<file path="src/rtl/memory_game_pkg.sv">
// Shared types and helpers for the memory game symbol path.
package memory_game_pkg;

    localparam int unsigned N_BTN = 8;
    localparam int unsigned SYM_W = 3;

    typedef logic [SYM_W-1:0] sym_t;
    typedef logic [N_BTN-1:0] btn_t;

    typedef enum logic [1:0] {
        IDLE,
        PRESS_DB,
        HELD,
        REL_DB
    } btn_enc_state_t;

    // True when exactly one bit of v is set.
    function automatic logic onehot_ok(input btn_t v);
        return (v != '0) && ((v & (v - btn_t'(1))) == '0);
    endfunction

    // Index of the set bit of a one-hot vector (OR of the indices of set bits).
    function automatic sym_t oh2idx(input btn_t v);
        sym_t idx;
        idx = '0;
        for (int unsigned i = 0; i < N_BTN; i++) begin
            if (v[i]) begin
                idx = idx | sym_t'(i);
            end
        end
        return idx;
    endfunction

endpackage

</file>
<file path="src/rtl/button_encoder_if.sv">
// Button/symbol bundle between the player controls and the input handler.
interface button_encoder_if #(
    parameter int unsigned N_BTN = memory_game_pkg::N_BTN,
    parameter int unsigned SYM_W = memory_game_pkg::SYM_W
) ();

    logic             en;
    logic [N_BTN-1:0] btn;
    logic             sym_valid;
    logic [SYM_W-1:0] sym;
    logic             multi_press;
    logic [N_BTN-1:0] btn_led;

    // Player/consumer side: drives buttons and enable, receives symbols.
    modport master (
        output en,
        output btn,
        input  sym_valid,
        input  sym,
        input  multi_press,
        input  btn_led
    );

    // Encoder side.
    modport slave (
        input  en,
        input  btn,
        output sym_valid,
        output sym,
        output multi_press,
        output btn_led
    );

endinterface

</file>
<file path="src/rtl/sync2.sv">
// Two-flop synchroniser for asynchronous inputs, reset to zero.
module sync2 #(
    parameter int unsigned WIDTH = 1
) (
    input  logic             clk,
    input  logic             rst_n,
    input  logic [WIDTH-1:0] d_i,
    output logic [WIDTH-1:0] q_o
);

    logic [WIDTH-1:0] meta_q;
    logic [WIDTH-1:0] sync_q;

    // Metastability stage followed by the stable output stage.
    always_ff @(posedge clk or negedge rst_n) begin
        if (!rst_n) begin
            meta_q <= '0;
            sync_q <= '0;
        end else begin
            meta_q <= d_i;
            sync_q <= meta_q;
        end
    end

    assign q_o = sync_q;

endmodule

</file>
<file path="src/rtl/button_encoder.sv">
// Turns raw push buttons into debounced, one-hot-checked symbol strobes.
module button_encoder
    import memory_game_pkg::*;
#(
    parameter int unsigned N_BTN           = memory_game_pkg::N_BTN,
    parameter int unsigned SYM_W           = memory_game_pkg::SYM_W,
    parameter int unsigned DEBOUNCE_CYCLES = 16
) (
    input  logic             clk,
    input  logic             rst_n,
    button_encoder_if.slave  bus
);

    localparam int unsigned CNT_W = $clog2(DEBOUNCE_CYCLES + 1);
    localparam logic [CNT_W-1:0] CNT_MAX = CNT_W'(DEBOUNCE_CYCLES);
    localparam logic [CNT_W-1:0] CNT_ONE = CNT_W'(1);

    logic [N_BTN-1:0] s;

    btn_enc_state_t   state_q, state_d;
    logic [N_BTN-1:0] vec_q, vec_d;
    logic [CNT_W-1:0] cnt_q, cnt_d;
    logic [SYM_W-1:0] sym_q, sym_d;
    logic             sym_valid_q, sym_valid_d;
    logic             multi_q, multi_d;
    logic [N_BTN-1:0] led_q, led_d;

    sync2 #(.WIDTH(N_BTN)) u_sync (
        .clk   (clk),
        .rst_n (rst_n),
        .d_i   (bus.btn),
        .q_o   (s)
    );

    // State, counter and registered outputs.
    always_ff @(posedge clk or negedge rst_n) begin
        if (!rst_n) begin
            state_q     <= IDLE;
            vec_q       <= '0;
            cnt_q       <= '0;
            sym_q       <= '0;
            sym_valid_q <= 1'b0;
            multi_q     <= 1'b0;
            led_q       <= '0;
        end else begin
            state_q     <= state_d;
            vec_q       <= vec_d;
            cnt_q       <= cnt_d;
            sym_q       <= sym_d;
            sym_valid_q <= sym_valid_d;
            multi_q     <= multi_d;
            led_q       <= led_d;
        end
    end

    // Debounce press/release; the counter only advances below CNT_MAX, so it never wraps.
    always_comb begin
        state_d     = state_q;
        vec_d       = vec_q;
        cnt_d       = cnt_q;
        sym_d       = sym_q;
        led_d       = led_q;
        sym_valid_d = 1'b0;
        multi_d     = 1'b0;

        case (state_q)
            IDLE: begin
                if (bus.en && (s != '0)) begin
                    vec_d   = s;
                    cnt_d   = CNT_ONE;
                    state_d = PRESS_DB;
                end
            end

            PRESS_DB: begin
                if (!bus.en) begin
                    // Disabled mid-debounce: wait for a full release so a later
                    // re-enable cannot emit the press that started while enabled.
                    cnt_d   = '0;
                    state_d = REL_DB;
                end else if (s != vec_q) begin
                    state_d = IDLE;
                end else if (cnt_q == CNT_MAX) begin
                    cnt_d = '0;
                    if (onehot_ok(vec_q)) begin
                        sym_valid_d = 1'b1;
                        sym_d       = oh2idx(vec_q);
                        led_d       = vec_q;
                        state_d     = HELD;
                    end else begin
                        multi_d = 1'b1;
                        state_d = REL_DB;
                    end
                end else begin
                    cnt_d = cnt_q + CNT_ONE;
                end
            end

            HELD: begin
                if (s == '0) begin
                    cnt_d   = CNT_ONE;
                    state_d = REL_DB;
                end
            end

            REL_DB: begin
                if (s != '0) begin
                    cnt_d = '0;
                end else if (cnt_q == CNT_MAX) begin
                    cnt_d   = '0;
                    led_d   = '0;
                    state_d = IDLE;
                end else begin
                    cnt_d = cnt_q + CNT_ONE;
                end
            end

            default: begin
                state_d = IDLE;
            end
        endcase
    end

    assign bus.sym_valid   = sym_valid_q;
    assign bus.sym         = sym_q;
    assign bus.multi_press = multi_q;
    assign bus.btn_led     = led_q;

endmodule

</file>
<file path="src/flat_wrapper.sv">
// flat-port wrapper written by rule: the top's interface ports become plain ports
module button_encoder_flat import memory_game_pkg::*;
#(
    parameter int unsigned N_BTN           = memory_game_pkg::N_BTN,
    parameter int unsigned SYM_W           = memory_game_pkg::SYM_W,
    parameter int unsigned DEBOUNCE_CYCLES = 16
)
  (clk, rst_n, bus_en, bus_btn, bus_sym_valid, bus_sym, bus_multi_press, bus_btn_led);
  button_encoder_if #(.N_BTN(N_BTN), .SYM_W(SYM_W)) bus_i ();
  input  logic clk;
  input  logic rst_n;
  input wire logic [$bits(bus_i.en)-1:0] bus_en;
  input wire logic [$bits(bus_i.btn)-1:0] bus_btn;
  output wire logic [$bits(bus_i.sym_valid)-1:0] bus_sym_valid;
  output wire logic [$bits(bus_i.sym)-1:0] bus_sym;
  output wire logic [$bits(bus_i.multi_press)-1:0] bus_multi_press;
  output wire logic [$bits(bus_i.btn_led)-1:0] bus_btn_led;
  assign bus_i.en = bus_en;
  assign bus_i.btn = bus_btn;
  assign bus_sym_valid = bus_i.sym_valid;
  assign bus_sym = bus_i.sym;
  assign bus_multi_press = bus_i.multi_press;
  assign bus_btn_led = bus_i.btn_led;
  button_encoder #(.N_BTN(N_BTN), .SYM_W(SYM_W), .DEBOUNCE_CYCLES(DEBOUNCE_CYCLES)) u_core (.clk(clk), .rst_n(rst_n), .bus(bus_i));
endmodule
</file>
<file path="config.mk">
export PLATFORM = sky130hd
export DESIGN_NAME = button_encoder_flat
export DESIGN_NICKNAME = d
export VERILOG_FILES = /design/src/rtl/memory_game_pkg.sv /design/src/rtl/button_encoder_if.sv /design/src/rtl/sync2.sv /design/src/rtl/button_encoder.sv /design/src/flat_wrapper.sv
export SDC_FILE = /design/constraint.sdc
export NUM_CORES = 1
export LEC_CHECK = 0
export ABC_AREA = 0
export CORE_AREA = 3 3 80 52
export CTS_CLUSTER_SIZE = 16
export DETAILED_ROUTE_END_ITERATION = 6
export DIE_AREA = 0 0 83 55
export PLACE_DENSITY = 0.82
export SYNTH_ARGS = -nofsm -noshare
export SYNTH_HDL_FRONTEND = slang
export SYNTH_HIERARCHICAL = 1
export SYNTH_SLANG_ARGS = --single-unit
</file>
<file path="constraint.sdc">
create_clock -name clk -period 5 [get_ports clk]
set_input_delay 0.5 -clock clk [delete_from_list [all_inputs] [get_ports clk]]
set_output_delay 0.5 -clock clk [all_outputs]
set_load 0.01 [all_outputs]
</file>
# ---- Word level (Yosys, flattened, before mapping)
# Cells that the tools add are included.
dict set report word_totals {
  register_bits 44
  wordCells 81
  out_inout_bits 13
  input_bits 11
}
dict set report classes {
  eq_ne 15
  mux 40
  add_sub_neg 2
  bitwise_logic 2
  n_reduce_logical 13
}
# operator count
set ops {}
lappend ops {{$mux 8} 6}
lappend ops {{$mux 5} 6}
lappend ops {{$pmux 5 s4} 1}
lappend ops {{$mux 2} 9}
lappend ops {{$logic_not 8->1} 2}
lappend ops {{$pmux 8 s2} 1}
lappend ops {{$reduce_bool 8->1} 2}
lappend ops {{$mux 1} 12}
lappend ops {{$mux 3} 4}
lappend ops {{$ne 2x1->1 const B} 5}
lappend ops {{$reduce_and 5->1} 2}
lappend ops {{$and 8x8->8} 1}
lappend ops {{$ne 8x8->1} 1}
lappend ops {{$pmux 2 s4} 1}
lappend ops {{$sub 8x1->8 const B} 1}
lappend ops {{$reduce_and 7->1} 1}
lappend ops {{$ne 2x2->1 const B} 3}
lappend ops {{$add 5x1->5 const B} 1}
lappend ops {{$eq 5x5->1 const B} 1}
lappend ops {{$eq 2x2->1 const B} 2}
lappend ops {{$ne 4x2->1 const B} 1}
lappend ops {{$ne 3x3->1 const B} 1}
lappend ops {{$reduce_and 3->1} 1}
lappend ops {{$eq 2x1->1 const B} 1}
lappend ops {{5 further kinds} 6}

# ---- Longest topological paths before layout
dict set report depth {
  ltp_word 9
  depth_mapped 7
  ltp_nobuf 7
}

# ---- By module
# Netlist, hierarchy kept.
# module cells_per_inst instances area_each_um2 seq_area_each_um2
set by_module_without_submodules {}
lappend by_module_without_submodules {button_encoder 160 1 1641.6 700.7}
lappend by_module_without_submodules {sync2 16 1 400.4 400.4}

# ---- Worst setup path before layout
# OpenSTA, ideal clock, no wires.
dict set report synth_path {
  path_type {flip-flop to flip-flop}
  startpoint {reg u_core.vec_q[4]}
  endpoint {reg u_core.sym_q[1], in the netlist u_core/bus.sym[1]}
  setup_time_ns 0.125
  path_buffers 2
  arrival_ns 1.985
  period_less_slack_ns 2.110
  path_stages_with_launch 8
  required_time_ns 4.875
  slack_ns 2.890
  path_cell_list {dfrtp_1 buf_4 a211oi_2 a21oi_1 or3_4 a2111oi_4 buf_6 mux2_4}
}
dict set report synth_between {
  elab_chain_len 5
  elab_cells_between_ends 8
  cone_classes {add/sub: 1; eq/ne: 1; bitwise: 2; reduce/logical: 4}
}
# element line
set synth_lines {}
lappend synth_lines {{start: declaration} button_encoder.sv:21} ;# logic [N_BTN-1:0] vec_q, vec_d;
lappend synth_lines {{start signal: assignment} button_encoder.sv:47} ;# vec_q <= vec_d;
lappend synth_lines {{$sub 8x1->8} memory_game_pkg.sv:19} ;# return (v != '0) && ((v & (v - btn_t'(1))) == '0);
lappend synth_lines {{$and 8x8->8} memory_game_pkg.sv:19}
lappend synth_lines {{$logic_not 8->1} memory_game_pkg.sv:19}
lappend synth_lines {{$logic_and 1x1->1} memory_game_pkg.sv:19}
lappend synth_lines {{$reduce_and 5->1 (no source line) *} --}
lappend synth_lines {{end signal: assignment} button_encoder.sv:49} ;# sym_q <= sym_d;
lappend synth_lines {{end: declaration} button_encoder.sv:23} ;# logic [SYM_W-1:0] sym_q, sym_d;
# Every way passes the cells marked *; elsewhere a longest branch is shown, timed or not.
# A chain may end at the register's enable or synchronous reset.

# ---- Worst setup path after layout
dict set report layout_path {
  startpoint {reg u_core.vec_q[2]}
  endpoint {reg u_core.sym_q[0], in the netlist u_core/bus.sym[0]}
}
# The elaborated chain is that of the path after synthesis.

==> flow_summary_export.csv <==
group,metric,value,unit
power_and_ir_drop,p_leak,1.104,nW
logic_synthesis,ys_seq_elements,44,
sta,fin_crit_sh,52.83,%
clock_network,cts_hold_buf,0,
detailed_routing,drt-total-wl,3840,um
clock_network,post_cts_buffers,0,
logic_synthesis,synthTopCellsByArea,"dfrtp_1, mux2_1, nand2_1, mux2i_1, xor2_1",
finish,multi_input_area,890.9,sq um
logic_synthesis,synth_ff_type,"dfrtp_1",
global_routing,grt_use_total,18.47,%
clock_network,cts_tree,"yes",
logic_synthesis,syn_nets,189,
sta,hold_viol_final,0,
die,rows,17,
clock_network,cts_buffers,5,
critical_path,critPathMaxFanout,11,
die,core_area,3531,sq um
sta,finalMaxSlewViolations,0,
logic_synthesis,yosysSeqAreaShare,53.92,%
detailed_routing,via_per_inst,5.717,
critical_path,ff2ff_setup_slack,2360,ps
logic_synthesis,synth-compound-area-share,8.640,%
die,die_y,55,um
sta,fin_hold_ws,336.6,ps
detailed_routing,drt-pass1-iter-count,4,
sta,relSlewSlack,37.37,%
finish,final_cell_area,2409,sq um
logic_synthesis,synth_top_area_share,53.92,%
power_and_ir_drop,power.density,275.7,nW/um^2
run_status,outcome,"finished clean",
power_and_ir_drop,max-vdd-ir-drop,185.2,uV
logic_synthesis,syn_area,2042,sq um
clock_network,cts.reportedPaths.clkPinSlew,80,ps
sta,setup_violations,0,
detailed_routing,drt-initial-drc-count,174,
global_routing,grt-ovfl-total,0,
clock_network,cts_resized,0,
critical_path,endpoint_kind,"flip-flop",
die,floorplan.initialDensity,57.83,%
logic_synthesis,yosysUniqueCellTypes,41,
critical_path,start_kind,"flip-flop",
power_and_ir_drop,power,664.0,uW
logic_synthesis,synth-edff-count,0,
die,design.die.area,4565,sq um
placement,dpl_cell_area,2287,sq um
critical_path,reg2reg_depth,5,
placement,place_congestion,0.8472,
sta,skew,8.367,ps
logic_synthesis,syn_area_per_cell,11.60,sq um
detailed_routing,wl_per_cell,15.55,um
die,dieWidth,83,um
critical_path,worstPathArrival,2810,ps
logic_synthesis,synth_top_family_by_area,"simple AND/OR/NAND/NOR gates",
finish,nets,212,
finish,diodes,0,
logic_synthesis,yosysTopAreaCell,"dfrtp_1",
detailed_routing,postRouteAntennaNets,0,
global_routing,grt_max_degree,45,
finish,final_util,68.21,%
logic_synthesis,synthXorXnorAreaFrac,3.431,%
finish,syn_to_final_growth,17.95,%
sta,tightest_slew,939.4,ps
critical_path,worstPathRequired,5170,ps
sta,rsz0062_at_grt,"no",
logic_synthesis,yosys-top-cells-count,"dfrtp_1, nand2_1, mux2_1, nor2_1, mux2i_1",
critical_path,crit_type,"flip-flop to flip-flop",
placement,dp_hpwl,2762,um
sta,fmax,0.3786,GHz
run,max-cap-violations,0,
global_routing,grt_pass1_vias,1347,
clock_network,htree_levels,2,
logic_synthesis,synth-simple-area-share,18.93,%
logic_synthesis,synthMuxAreaShare,11.40,%
detailed_routing,route.detailed.drc,0,
critical_path,r2r_end,"u_core/bus.sym[0]",
sta,finalSetupTns,0,ps
logic_synthesis,post_synth_fa_ha_maj_area_fraction,1.225,%
logic_synthesis,syn_inst,176,
logic_synthesis,synth_most_common_cell,"dfrtp_1",
logic_synthesis,synthArstFlopShare,100.0,%
critical_path,reg2reg_from,"u_core/vec_q[2]",
placement,numPortBuffers,23,
detailed_routing,vias,1412,
clock_network,clock_latency,300,ps
finish,seq_area,1101,sq um
worst_hold_path,min_path_type,"primary input to asynchronous set/reset pin",
clock_network,cts-root-buf,"clkbuf_8",
finish,num-fill-cells,260,
sta,min_period,2642,ps
clock_network,cts_buffer_depth,2,
global_routing,grt_pass1_wl,6285,um
die,ioPinCount,24,
finish,drive_above_1_share,9.000,%
clock_network,cts.sinks,44,
global_routing,antenna_found_initial,0,
logic_synthesis,ys_warn_count,6,
cells by family after synthesis:
logic type | after synthesis
AND/OR/NAND/NOR | 70
flip-flops | 44
AO/OA/AOI/OAI | 21
multiplexers | 21
buffers and inverters | 10
XOR/XNOR | 8
adder cells (fa/ha/maj) | 2
area by class of cell:
class | count | share of cell area [%]
Clock inverter | 2 | 1.610
Multi-Input combinational cell | 122 | 36.99
Timing Repair Buffer | 23 | 9.351
Sequential cell | 44 | 45.71
Inverter | 3 | 0.4675
Clock buffer | 6 | 3.429
Tap cell | 47 | 2.442
sequential cells by signal (all words and copies together) (netlist names), named ones only:
| signal | flops |
|---|---|
| u_core/bus.sym_valid | 1 |
| u_core/u_sync/q_o | 8 |
| u_core/vec_q | 8 |
| u_core/state_q | 1 |
| u_core/bus.multi_press | 1 |
| u_core/bus.sym | 3 |
| u_core/bus.btn_led | 8 |
| u_core/cnt_q | 5 |
| u_core/u_sync/meta_q | 8 |
layer usage:
layer,vias up,track usage (%),share of wire [%]
met4,0,10.33,2.9
met1,671,22.69,45
met2,63,29.12,45
met5,-,0,0
met3,9,6.805,7.4
li1,669,-,-
cells in the final DEF (no fill, tap or decap), types with 2 or more instances in the layout:
master           count
inv_1                3
nand3_1              3
mux2i_1              9
ha_1                 2
a211o_1              3
or2_2                2
and2_1               3
dfrtp_1             44
nor4_1               5
clkbuf_8             6
nor4bb_1             2
nand4b_1             4
mux2_4               2
a2111oi_0            3
clkdlybuf4s50_1     22
nor2_1              10
a21o_1               2
xor2_1               8
nand3b_1             2
mux2_1              10
nand2_1             29
a21oi_1              6
through the flow:
stage	instances	worst slack [ps]
3_5_place_dp	239	2301
6_report	247	2358
2_1_floorplan	176	2890
5_1_grt	247	2170
4_1_cts	247	2351
3_3_place_gp	239	2367
worst max-delay path: stages (launching register included):
cell	delay [ps]
dfrtp_1	480
nor4_4	420
nand4b_1	160
and4_4	220
a2111oi_4	820
mux2_1	400
worst max-delay path by stage:
stage                          startpoint                 to  slack (ps)
final                     u_core/vec_q[2]  u_core/bus.sym[0]        2360
after global routing      u_core/vec_q[1]  u_core/bus.sym[0]        2170
after CTS                 u_core/vec_q[2]  u_core/bus.sym[0]        2350
after detailed placement           bus_en  u_core/bus.sym[0]        2300
after global placement             bus_en  u_core/bus.sym[0]        2370
after floorplan           u_core/vec_q[4]  u_core/bus.sym[1]        2890
power breakdown:
part           internal [mW]  switching (mW)
clock network          0.163           0.116
logic                0.00883         0.00958
registers              0.362         0.00401
total                  0.534           0.130
No activity file was read; power rests on OpenSTA's default activity.
